## src/rtl/sram_write_packer_pkg.sv

```systemverilog
// Shared widths, packet field offsets and FSM state encoding for the
// SRAM write packer and its output FIFO.
package sram_write_packer_pkg;

    localparam int ADDR_W = 18;
    localparam int DATA_W = 32;
    localparam int MASK_W = 4;
    localparam int PKT_W  = 54;

    localparam int DATA_LSB = 0;
    localparam int ADDR_LSB = 32;
    localparam int MASK_LSB = 50;

    typedef enum logic [2:0] {
        S_IDLE,
        S_ACK,
        S_RUN,
        S_DRAIN,
        S_DONE,
        S_DACK
    } wp_state_t;

    // Byte-enable mask for a word whose highest filled lane is `lane`.
    function automatic logic [MASK_W-1:0] lane_mask(input logic [1:0] lane);
        unique case (lane)
            2'd0:    return 4'b0001;
            2'd1:    return 4'b0011;
            2'd2:    return 4'b0111;
            default: return 4'b1111;
        endcase
    endfunction

endpackage

```

## src/rtl/sram_write_packer_pack_fifo.sv

```systemverilog
// First-word-fall-through FIFO with a registered output stage.
// Ports: clock/reset, push/din/full (write side), pop/dout/empty (read side).
module pack_fifo #(
    parameter int WIDTH = 54,
    parameter int DEPTH = 8
) (
    input  logic             clock,
    input  logic             reset,
    input  logic             push,
    input  logic [WIDTH-1:0] din,
    output logic             full,
    input  logic             pop,
    output logic [WIDTH-1:0] dout,
    output logic             empty
);

    localparam int PW = (DEPTH > 1) ? $clog2(DEPTH) : 1;

    logic [WIDTH-1:0] mem [DEPTH];
    logic [PW-1:0]    rd_ptr;
    logic [PW-1:0]    wr_ptr;
    logic [PW:0]      cnt;
    logic             out_valid;

    logic pop_eff;
    logic load_out;
    logic has_data;
    logic accept;
    logic bypass;
    logic wr_mem;
    logic rd_mem;

    assign pop_eff  = pop && out_valid;
    assign load_out = !out_valid || pop_eff;
    assign has_data = (cnt != '0);
    // A pop on a full store moves the head into the output register,
    // so the slot it frees can take a push in the same cycle.
    assign full     = (cnt == (PW+1)'(DEPTH)) && !pop_eff;
    assign accept   = push && !full;
    // An empty store lets a push land straight in the output register.
    assign bypass   = accept && load_out && !has_data;
    assign wr_mem   = accept && !bypass;
    assign rd_mem   = load_out && has_data;
    assign empty    = !out_valid;

    always_ff @(posedge clock) begin
        if (wr_mem) begin
            mem[wr_ptr] <= din;
        end
    end

    always_ff @(posedge clock) begin
        if (reset) begin
            rd_ptr    <= '0;
            wr_ptr    <= '0;
            cnt       <= '0;
            out_valid <= 1'b0;
            dout      <= '0;
        end else begin
            if (wr_mem) begin
                wr_ptr <= wr_ptr + PW'(1);
            end
            if (rd_mem) begin
                rd_ptr <= rd_ptr + PW'(1);
            end
            cnt <= cnt + (PW+1)'(wr_mem) - (PW+1)'(rd_mem);
            if (load_out) begin
                if (has_data) begin
                    dout      <= mem[rd_ptr];
                    out_valid <= 1'b1;
                end else if (bypass) begin
                    dout      <= din;
                    out_valid <= 1'b1;
                end else begin
                    out_valid <= 1'b0;
                end
            end
        end
    end

endmodule

```

## src/rtl/sram_write_packer.sv

```systemverilog
// Packs 8-bit pixels into masked 32-bit SRAM write packets with frame
// addressing and four-phase start/done handshakes. Ports: clock/reset,
// start/start_ack, done/done_ack, frame_sel, pixel/pixel_valid in,
// dout/valid/ready out, sticky overflow.
module sram_write_packer
    import sram_write_packer_pkg::*;
#(
    parameter int                N_PIXEL    = 480000,
    parameter logic [ADDR_W-1:0] BASE0      = 18'd0,
    parameter logic [ADDR_W-1:0] BASE1      = 18'd120000,
    parameter int                FIFO_DEPTH = 8
) (
    input  logic             clock,
    input  logic             reset,
    input  logic             start,
    output logic             start_ack,
    output logic             done,
    input  logic             done_ack,
    input  logic             frame_sel,
    input  logic [7:0]       pixel,
    input  logic             pixel_valid,
    output logic [PKT_W-1:0] dout,
    output logic             valid,
    input  logic             ready,
    output logic             overflow
);

    localparam int CW = (N_PIXEL > 4) ? $clog2(N_PIXEL) : 2;

    wp_state_t         state;
    logic              sel;
    logic [CW-1:0]     count;
    logic [ADDR_W-1:0] widx;
    logic [DATA_W-1:0] word_q;

    logic [DATA_W-1:0] word_n;
    logic [1:0]        lane;
    logic              last;
    logic              take;
    logic              push;
    logic              full;
    logic              empty;
    logic [ADDR_W-1:0] addr;
    logic [PKT_W-1:0]  pkt;

    assign lane = count[1:0];
    assign last = (count == CW'(N_PIXEL - 1));
    assign take = (state == S_RUN) && pixel_valid;
    assign push = take && ((lane == 2'd3) || last);
    assign addr = (sel ? BASE1 : BASE0) + widx;
    assign pkt  = {lane_mask(lane), addr, word_n};

    // Unfilled lanes stay zero because word_q clears after each push.
    always_comb begin
        word_n = word_q;
        word_n[{lane, 3'b000} +: 8] = pixel;
    end

    assign start_ack = (state == S_ACK);
    assign done      = (state == S_DONE);

    always_ff @(posedge clock) begin
        if (reset) begin
            state    <= S_IDLE;
            sel      <= 1'b0;
            overflow <= 1'b0;
            count    <= '0;
            widx     <= '0;
            word_q   <= '0;
        end else begin
            unique case (state)
                S_IDLE: begin
                    if (start) begin
                        sel      <= frame_sel;
                        overflow <= 1'b0;
                        count    <= '0;
                        widx     <= '0;
                        word_q   <= '0;
                        state    <= S_ACK;
                    end
                end
                S_ACK: begin
                    if (!start) begin
                        state <= S_RUN;
                    end
                end
                S_RUN: begin
                    if (take) begin
                        count  <= count + CW'(1);
                        word_q <= push ? '0 : word_n;
                        // Address advances even when the word is dropped.
                        if (push) begin
                            widx <= widx + ADDR_W'(1);
                            if (full) begin
                                overflow <= 1'b1;
                            end
                        end
                        if (last) begin
                            state <= S_DRAIN;
                        end
                    end
                end
                S_DRAIN: begin
                    if (empty) begin
                        state <= S_DONE;
                    end
                end
                S_DONE: begin
                    if (done_ack) begin
                        state <= S_DACK;
                    end
                end
                S_DACK: begin
                    if (!done_ack) begin
                        state <= S_IDLE;
                    end
                end
                default: state <= S_IDLE;
            endcase
        end
    end

    pack_fifo #(
        .WIDTH(PKT_W),
        .DEPTH(FIFO_DEPTH)
    ) u_fifo (
        .clock(clock),
        .reset(reset),
        .push(push),
        .din(pkt),
        .full(full),
        .pop(ready),
        .dout(dout),
        .empty(empty)
    );

    assign valid = !empty;

endmodule

```

## config.mk

```make
export PLATFORM = sky130hd
export DESIGN_NAME = sram_write_packer
export DESIGN_NICKNAME = d
export VERILOG_FILES = /design/src/rtl/sram_write_packer_pkg.sv /design/src/rtl/sram_write_packer_pack_fifo.sv /design/src/rtl/sram_write_packer.sv
export SDC_FILE = /design/constraint.sdc
export NUM_CORES = 1
export LEC_CHECK = 0
export ABC_AREA = 1
export ABC_CLOCK_PERIOD_IN_PS = 19210
export CORE_ASPECT_RATIO = 0.7
export CORE_UTILIZATION = 45
export CTS_BUF_LIST = sky130_fd_sc_hd__clkbuf_8
export CTS_CLUSTER_SIZE = 16
export DETAILED_ROUTE_END_ITERATION = 7
export DONT_BUFFER_PORTS = 1
export GPL_ROUTABILITY_DRIVEN = 1
export PLACE_DENSITY = 0.7
export SLEW_MARGIN = 20
export SYNTH_ARGS = -nofsm -noshare
export SYNTH_HDL_FRONTEND = slang
export SYNTH_SLANG_ARGS = --single-unit
```

## constraint.sdc

```tcl
create_clock -name clock -period 19.21 [get_ports clock]
set_clock_uncertainty 0.2 [all_clocks]
set_input_delay 3.842 -clock clock [delete_from_list [all_inputs] [get_ports clock]]
set_output_delay 3.842 -clock clock [all_outputs]
set_load 0.02 [all_outputs]
```

# Word level (Yosys, flattened, before mapping)
# Memory sizes are Yosys's and may differ from the RTL's. A register that Yosys moved wholly into a read port is not among the register bits.
# Index checks and enable logic that the tools add are counted.
# classes
addsub,8
n_mux,35
reduce_logical,27
eq_ne,19
shifts,2
# ops
cell,n
$mux W54,2
$mux W32,3
$pmux W32 S2,1
$mux W18,3
$mux W19,2
$pmux W19 S2,1
$pmux W18 S2,1
$bwmux W32,1
$shift A8 B7 Y32 const A,1
$shiftx A8 B7 Y32,1
$mux W3,9
$add A19 B1 Y19 const B,1
$eq A19 B19 Y1 const B,1
$add A17 B18 Y18,1
$add A18 B1 Y18 const B,1
$pmux W3 S6,1
$mux W17,1
$ne A2 B2 Y1 const B,7
$pmux W4 S3,1
$logic_and A1 B1 Y1,9
$mux W1,8
$neg A5 Y7,1
$reduce_and A7 Y1,1
$add A3 B1 Y3 const B,2
20 further kinds,31
# word_totals
n_memories,1
out_inout_bits,58
in_bits,15
reg_bits,139
elab_cells,103
ram_bits,432
# memory_table
memory,words,word_bits,rd,rd_clocked_by_memory_dff,write_ports,line,source
u_fifo.mem,8,54,1,1,1,sram_write_packer_pack_fifo.sv:19,logic [WIDTH-1:0] mem [DEPTH];

# Depth between registers and ports, before layout
# Gate-level depths: netlist (run 1).
# depth
word_depth,11
ltp_mapped,12
depth_no_buf,12

# By module
# From an unflattened synthesis (run 1), not the netlist that was laid out.
# unflattened
hier_cells,2588
hier_area_um2,24992.7
# by_module_without_submodules
mod,n_inst,area_per_inst_um2,seq_area_each_um2,cells_per_inst
pack_fifo,1,20478.4,14333.7,1887
sram_write_packer,1,4514.3,1481.4,701

# Worst setup path before layout (run 1)
# No wires, ideal clock.
# synth_path
path_type,in2reg
startpoint,input port pixel_valid
endpoint,memory u_fifo.mem[4][0] (enable)
arrival_ns,8.176
slack_ns,10.305
setup_ns,0.529
cell_stages,5
required_time_ns,18.481
n_path_buf,0
cell_sequence,nand4_1 -> nor2_1 -> o211ai_1 -> or2_2 -> nor3_1
# synth_via
elab_chain_len,9
# synth_rtl
item,line,source
"start, declared",sram_write_packer.sv:21,"input logic pixel_valid,"
$logic_and A1 B1 Y1 *,sram_write_packer.sv:48,assign take = (state == S_RUN) && pixel_valid;
$logic_and A1 B1 Y1 *,sram_write_packer.sv:49,assign push = take && ((lane == 2'd3) || last);
$logic_and A1 B1 Y1 *,sram_write_packer_pack_fifo.sv:39,assign accept = push && !full;
$logic_and A1 B1 Y1 (2 in series),sram_write_packer_pack_fifo.sv:41,assign bypass = accept && load_out && !has_data;
$logic_not A1 Y1,sram_write_packer_pack_fifo.sv:42,assign wr_mem = accept && !bypass;
$logic_and A1 B1 Y1 *,sram_write_packer_pack_fifo.sv:42,
$mux W1 *,sram_write_packer_pack_fifo.sv:47,if (wr_mem) begin
$mux W1 (implied by the code) *,sram_write_packer_pack_fifo.sv:48,mem[wr_ptr] <= din;
"end, declared",sram_write_packer_pack_fifo.sv:19,
# Every way passes the cells marked *; elsewhere a longest branch is shown, timed or not.

# Worst setup path after layout (run 1)
# layout_path
startpoint,input port pixel_valid
endpoint,memory u_fifo.mem[7][33] (enable)
# layout_via
elab_chain_len,9
# layout_rtl
item,line,source
$logic_and A1 B1 Y1 *,sram_write_packer.sv:48,
$logic_and A1 B1 Y1 *,sram_write_packer.sv:49,
$logic_and A1 B1 Y1 *,sram_write_packer_pack_fifo.sv:39,
$logic_and A1 B1 Y1 (2 in series),sram_write_packer_pack_fifo.sv:41,
$logic_not A1 Y1,sram_write_packer_pack_fifo.sv:42,
$logic_and A1 B1 Y1 *,sram_write_packer_pack_fifo.sv:42,
via u_fifo.wr_mem,sram_write_packer_pack_fifo.sv:30,logic wr_mem;
$mux W1 *,sram_write_packer_pack_fifo.sv:47,
$mux W1 (implied by the code) *,sram_write_packer_pack_fifo.sv:48,
# Mark *: on every way through the listed nets, which the timed path passes. The rest lies on a longest branch.

==> results.sh, run 1 <==
export IMPL_cp_arrival_ps=6050
export IMPL_rr_worst_depth=8
export IMPL_r2r_end="u_fifo.mem[7][33]"
export IMPL_min_path_type="reg -> reg"
export IMPL_tns_ps=0
export IMPL_slew_viol_final=0
export IMPL_cts_root_buf="clkbuf_8"
export IMPL_yosysWarnings=0
export IMPL_clock_latency_ps=650
export IMPL_finalNonFillerCells=3085
export IMPL_ys_types=38
export IMPL_clock_path_buffers=3
export IMPL_power_leakage_nw=9.42
export IMPL_hold_depth=2
export IMPL_powerDensity_nw_per_um2=145
export IMPL_avgSynthCellArea_um2=10.2
export IMPL_combPwrFrac=0.302
export IMPL_crit_family="simple AND/OR/NAND/NOR gates"
export IMPL_power_total_mw=3.78
export IMPL_cp_end_kind="register"
export IMPL_syn_inst=2356
export IMPL_dieArea_um2=54100
export IMPL_clock_sinks=566
export IMPL_syn2layout_area_growth_pct=9.19
export IMPL_viasPerCell=5.48
export IMPL_synth_seq_cells=566
export IMPL_p_int_mw=2.33
export IMPL_detail_route_iter0_violations=1819
export IMPL_syn_nets=2396
export IMPL_max_vdd_ir_drop_mv=0.0952
export IMPL_timing_max_cap_violations=0
export IMPL_cts_tree="built"
export IMPL_gp_congestion=0.879
export IMPL_reg2reg_from="count[0]"
export IMPL_coreArea_um2=52400
export IMPL_top_usage_layer="met2"
export IMPL_fin_crit_sh=0.311
export IMPL_io_buffers=0
export IMPL_final_layout_size_suffix_gt1_frac=0.0800
export IMPL_critPathKind="in -> reg"
export IMPL_grt_max_degree=106
export IMPL_grt_setup_unrepaired="false"
export IMPL_switching_share=0.383
export IMPL_crit_fanout=31
export IMPL_num_rows=70
export IMPL_path_clk_slew_ps=60
export IMPL_insertedDiodeCount=0
export IMPL_wl_per_cell_um=18.6
export IMPL_dieHeight_um=195
export IMPL_worstPathRequired_ps=19280
export IMPL_path_cells="nand4_1 -> nor2_1 -> o211ai_1 -> inv_1 -> nand2_1 -> nor2_4 -> buf_4"
export IMPL_drtPass1Iterations=5
export IMPL_first_global_vias=15994
export IMPL_cts_buffers=86
export IMPL_ant_nets=0
export IMPL_cts_resized_gates=0
export IMPL_fin_crit_ps=5980
export IMPL_fin_nets=2373
export IMPL_die_w_um=278
export IMPL_use_met2=0.327
export IMPL_sequentialPowerShare=0.433
export IMPL_cp_slowest_stage_delay_ps=710
export IMPL_timing_critical_path_buf_inv=2
export IMPL_p_sw_mw=1.45
export IMPL_met3_usage=0.0432
export IMPL_syn_area_um2=23900
export IMPL_seq_area_frac_synth=0.651
export IMPL_relSlewSlack=0.254
export IMPL_grt_use_met1=0.303
export IMPL_drcViolationCount=0
export IMPL_reg2reg_slack_ps=15150
export IMPL_hold_viol=0
export IMPL_track_usage=0.213
export IMPL_antenna_found_initial=0
export IMPL_worst_slew_pin_slew_ps=1110
export IMPL_overflow=0
export IMPL_p_clk_frac=0.265
export IMPL_fmax_mhz=167
export IMPL_cpMaxStageDelayCell="nor2_4"
export IMPL_drt_total_wl_um=57400
export IMPL_setup_violations=0
export IMPL_cts_hold_buffers_added=0
export IMPL_route_vias_total=16913
export IMPL_htreeDepth=3
export IMPL_post_cts_buffers=0
export IMPL_async_flop_share=0
export IMPL_io_pins=73
export IMPL_dp_cells=2929
export IMPL_initial_utilization=0.457
export IMPL_dpl_hpwl_um=32500
export IMPL_synth_ff_type="edfxtp_1"
export IMPL_start_kind="input pin"
export IMPL_synth_edff_count=424
export IMPL_status="completed"
export IMPL_grt_pass1_wl_um=89900
export IMPL_worstHoldStart="u_fifo.rd_ptr[2]"
sequential cells by signal, summed over array words and instances (netlist names), named ones only:
name and flops:
overflow 1, u_fifo.mem 424, u_fifo.dout 54, word_q 32, u_fifo.cnt 4, count 19
sel 1, u_fifo.wr_ptr 3, u_fifo.rd_ptr 3, state 3, u_fifo.out_valid 1, widx 18
per-stage QoR:
step / hold slack [ps] / cell area [um2] / setup WS, ps / utilization
CTS: 255 / 26100 / 13280 / 0.499
finish: 260 / 26100 / 13230 / 0.499
floorplan: 233 / 23900 / 10300 / -
global route: 292 / 26100 / 13120 / 0.499
global placement: 241 / 24400 / 12640 / 0.465
detailed placement: 247 / 24400 / 12590 / 0.465
cells in the mapped netlist (13+ instances only):
master,number,area (um2)
a21oi_1,85,425
buf_2,42,210
clkbuf_1,70,263
dfxtp_1,142,2840
edfxtp_1,424,12700
ha_1,23,288
inv_1,153,574
nand2_1,337,1260
nand3_1,144,721
nand4_1,14,87.6
nor2_1,401,1510
nor3_1,22,110
o211ai_1,81,608
o21ai_0,299,1500
o21ai_1,13,65.1
o22ai_1,24,150
or2_2,16,100
placed cells by master, fill, tap and decap left out, drive strengths merged, types with 3 or more instances in the layout:
cell type / count
nand4: 14
edfxtp: 424
and2: 4
o21ai: 312
a211oi: 3
nand2: 339
buf: 24
xor2: 4
ha: 23
nor2: 402
nor3: 23
bufinv: 5
o22ai: 24
dfxtp: 142
clkinv: 34
a31oi: 5
clkbuf: 99
nand3: 145
inv: 179
o211ai: 81
or2: 16
a21oi: 86
per-layer routing:
| layer | share of wire | routed length [um] | vias to the layer above |
|---|---|---|---|
| met5 | 0 | 0 | - |
| met4 | 0.025 | 1460 | 0 |
| met3 | 0.077 | 4420 | 105 |
| met2 | 0.45 | 25800 | 648 |
| met1 | 0.45 | 25700 | 8058 |
| li1 | - | - | 8102 |
layout make-up:
cell class	count	area (um2)
clock inverter	57	373
fill	4541	26300
inverter	163	614
clock buffer	99	1360
sequential	566	15600
tap	684	856
timing repair buffer	24	180
multi-input combinational	1492	7150
kinds of logic after synthesis:
kind of cell               share of synthesized area
DFF                                            0.651
xor gates and xnor gates                     0.00220
adders and majority gates                     0.0137
buffers and inverters                         0.0521
AOI/OAI and AO/OA                              0.119
and+or+nand+nor                                0.162
worst reg2reg max path, stage by stage, from the launching register on:
cell and delay [ps]:
dfxtp_1 670, ha_1 590, inv_1 140, nor2_1 160, o211ai_1 200, inv_1 190
nand2_1 190, nor2_4 710, buf_4 590
how the worst max path moves through the flow:
| stage | startpoint | depth (start not counted) | slack, ps | endpoint |
|---|---|---|---|---|
| CTS | pixel_valid | 7 | 13280 | u_fifo.mem[7][33] |
| global placement | pixel_valid | 6 | 12640 | u_fifo.mem[6][1] |
| finish | pixel_valid | 7 | 13230 | u_fifo.mem[7][33] |
| detailed placement | pixel_valid | 7 | 12590 | u_fifo.mem[7][33] |
| global route | pixel_valid | 7 | 13120 | u_fifo.mem[7][33] |
| floorplan | pixel_valid | 5 | 10300 | u_fifo.mem[4][0] |
power groups by stage:
stage | registers (mW) | clock network (mW) | logic [mW]
final | 1.63 | 1.00 | 1.14
after global routing | 1.64 | 1.07 | 1.29
after CTS | 1.63 | 1.02 | 1.14
after detailed placement | 1.66 | 0 | 1.13
after global placement | 1.66 | 0 | 1.10
after floorplan | 1.60 | 0 | 0.859
No activity file was read; power rests on OpenSTA's default activity.
==> run 2, diff against run 1 <==
--- a/config.mk
+++ b/config.mk
@@ -6,7 +6,7 @@
 export NUM_CORES = 1
 export LEC_CHECK = 0
 export ABC_AREA = 1
-export ABC_CLOCK_PERIOD_IN_PS = 19210
+export ABC_CLOCK_PERIOD_IN_PS = 6300
 export CORE_ASPECT_RATIO = 0.7
 export CORE_UTILIZATION = 45
 export CTS_BUF_LIST = sky130_fd_sc_hd__clkbuf_8
==> constraint.sdc (replaced) <==
create_clock -name clock -period 6.3 [get_ports clock]
set_clock_uncertainty 0.2 [all_clocks]
set_input_delay 1.26 -clock clock [delete_from_list [all_inputs] [get_ports clock]]
set_output_delay 1.26 -clock clock [all_outputs]
set_load 0.02 [all_outputs]
==> run 2 against run 1 <==
Non-clock buffer count increased by 4. Register-to-register slack got worse by 13000 ps. Via count increased by 1.3%. Count of clock-buffer cells in the layout increased by 1. Wire length increased by 0.39%. Design area increased by 0.66%. Sequential cell count unchanged.
==> results.sh, run 2 (same netlist as run 1, synthesis figures left out) <==
export IMPL_met1_length_um=25400
export IMPL_fin_nets=2378
export IMPL_first_global_vias=16240
export IMPL_dpl_hpwl_um=32800
export IMPL_max_vdd_ir_drop_mv=0.265
export IMPL_layout_commonest_cell="edfxtp_1"
export IMPL_cts_hold_buffers_added=0
export IMPL_postPlaceCellArea_um2=24400
export IMPL_largest_reg_flops=424
export IMPL_io_buffers=0
export IMPL_timing_max_cap_violations=0
export IMPL_htreeDepth=3
export IMPL_critPathKind="reg -> reg"
export IMPL_track_usage=0.211
export IMPL_syn2layout_area_growth_pct=9.91
export IMPL_coreArea_um2=52400
export IMPL_die_w_um=278
export IMPL_final_util=0.502
export IMPL_drcViolationCount=0
export IMPL_regMostFlops="u_fifo.mem"
export IMPL_path_cells="ha_1 -> inv_1 -> nor2_1 -> o211ai_1 -> or2_2 -> nor2_4 -> buf_4"
export IMPL_grt_setup_unrepaired="false"
export IMPL_final_layout_size_suffix_gt1_frac=0.0821
export IMPL_ant_nets=0
export IMPL_io_pins=73
export IMPL_power_total_mw=11.6
export IMPL_rr_worst_depth=7
export IMPL_crit_fanout=30
export IMPL_cts_root_buf="clkbuf_8"
export IMPL_post_cts_buffers=0
export IMPL_worstHoldStart="u_fifo.rd_ptr[2]"
export IMPL_crit_family="simple AND/OR/NAND/NOR gates"
export IMPL_r2r_end="u_fifo.mem[6][2]"
export IMPL_clock_path_buffers=3
export IMPL_grt_pass1_wl_um=89900
export IMPL_dieHeight_um=195
export IMPL_top_layer="met4"
export IMPL_worst_slew_pin_slew_ps=1090
export IMPL_dieArea_um2=54100
export IMPL_layout_cells_most_common_list="edfxtp_1 (424), nor2_1 (399), nand2_1 (335)"
export IMPL_viasPerCell=5.53
export IMPL_antenna_found_initial=0
export IMPL_top_regs="u_fifo.mem x424, u_fifo.dout x54, word_q x32"
export IMPL_cts_resized_gates=0
export IMPL_cp_slowest_stage_delay_ps=780
export IMPL_min_path_type="reg -> reg"
export IMPL_powerDensity_nw_per_um2=443
export IMPL_status="completed"
export IMPL_fin_crit_sh=0.614
export IMPL_wl_met3_um=4650
export IMPL_timing_critical_path_buf_inv=2
export IMPL_cpMaxStageDelayCell="nor2_4"
export IMPL_relSlewSlack=0.274
export IMPL_clock_sinks=566
export IMPL_cts_buffers=87
export IMPL_fmax_mhz=258
export IMPL_path_clk_slew_ps=70
export IMPL_clock_latency_ps=680
export IMPL_initial_utilization=0.457
export IMPL_finalNonFillerCells=3096
export IMPL_overflow=0
export IMPL_met2_length_um=26400
export IMPL_detail_route_iter0_violations=1644
export IMPL_drt_total_wl_um=57600
export IMPL_insertedDiodeCount=0
export IMPL_reg2reg_from="count[0]"
export IMPL_num_rows=70
export IMPL_startpoint="count[0]"
export IMPL_route_vias_total=17127
export IMPL_worstPathRequired_ps=6410
export IMPL_dp_cells=2931
export IMPL_drtPass1Iterations=5
export IMPL_hold_viol=0
export IMPL_slew_viol_final=0
export IMPL_grt_max_degree=98
export IMPL_fin_crit_ps=3870
export IMPL_cp_arrival_ps=3980
export IMPL_power_leakage_nw=9.56
export IMPL_cp_end_kind="register"
export IMPL_hold_depth=2
export IMPL_reg2reg_slack_ps=2430
export IMPL_cts_tree="built"
export IMPL_start_kind="register"
export IMPL_fin_area_um2=26300
export IMPL_setup_violations=0
export IMPL_gp_congestion=0.903
export IMPL_wl_per_cell_um=18.6
==> run 2: metrics by stage <==
stage          setup TNS, ps  worst slack (ps)  hold slack, ps
2_1_floorplan          -3690             -23.4             233
3_3_place_gp               0              2260             244
3_5_place_dp               0              2190             265
4_1_cts                    0              2370             280
5_1_grt                    0              2200             295
6_report                   0              2430             275
==> run 2: power breakdown <==
group / leakage (nW) / switching (mW) / internal [mW]
clock: 1.06 / 1.45 / 1.75
combinational: 3.43 / 2.51 / 0.934
sequential: 5.06 / 0.474 / 4.53
total: 9.56 / 4.43 / 7.21
==> run 2: cell type report <==
cell class              instances  area (um2)
fillers                      4568       26100
flip-flops and latches        566       15600
multi-input cells            1492        7160
clock buffers                 100        1380
well taps                     684         856
inverters                     163         614
clock inverters                63         469
repair buffers                 28         230
==> run 2: per-layer routing <==
layer,up-vias,track usage
met5,-,0
met4,0,0.0612
met3,99,0.0432
met2,657,0.333
met1,8250,0.295
li1,8121,-
==> run 2: how the worst max path moves through the flow <==
stage | cells past startpoint | slack [ps] | end
floorplan | 5 | -20 | u_fifo.mem[4][0]
CTS | 8 | 2370 | u_fifo.mem[7][7]
detailed placement | 7 | 2190 | u_fifo.mem[7][9]
global route | 7 | 2200 | u_fifo.mem[6][2]
finish | 7 | 2430 | u_fifo.mem[6][2]
global placement | 7 | 2260 | u_fifo.mem[7][2]
==> run 2: worst min-delay path, cell delays in order, from the launching register on <==
cell,delay (ps)
dfxtp_1,310
inv_1,60
a21oi_1,70
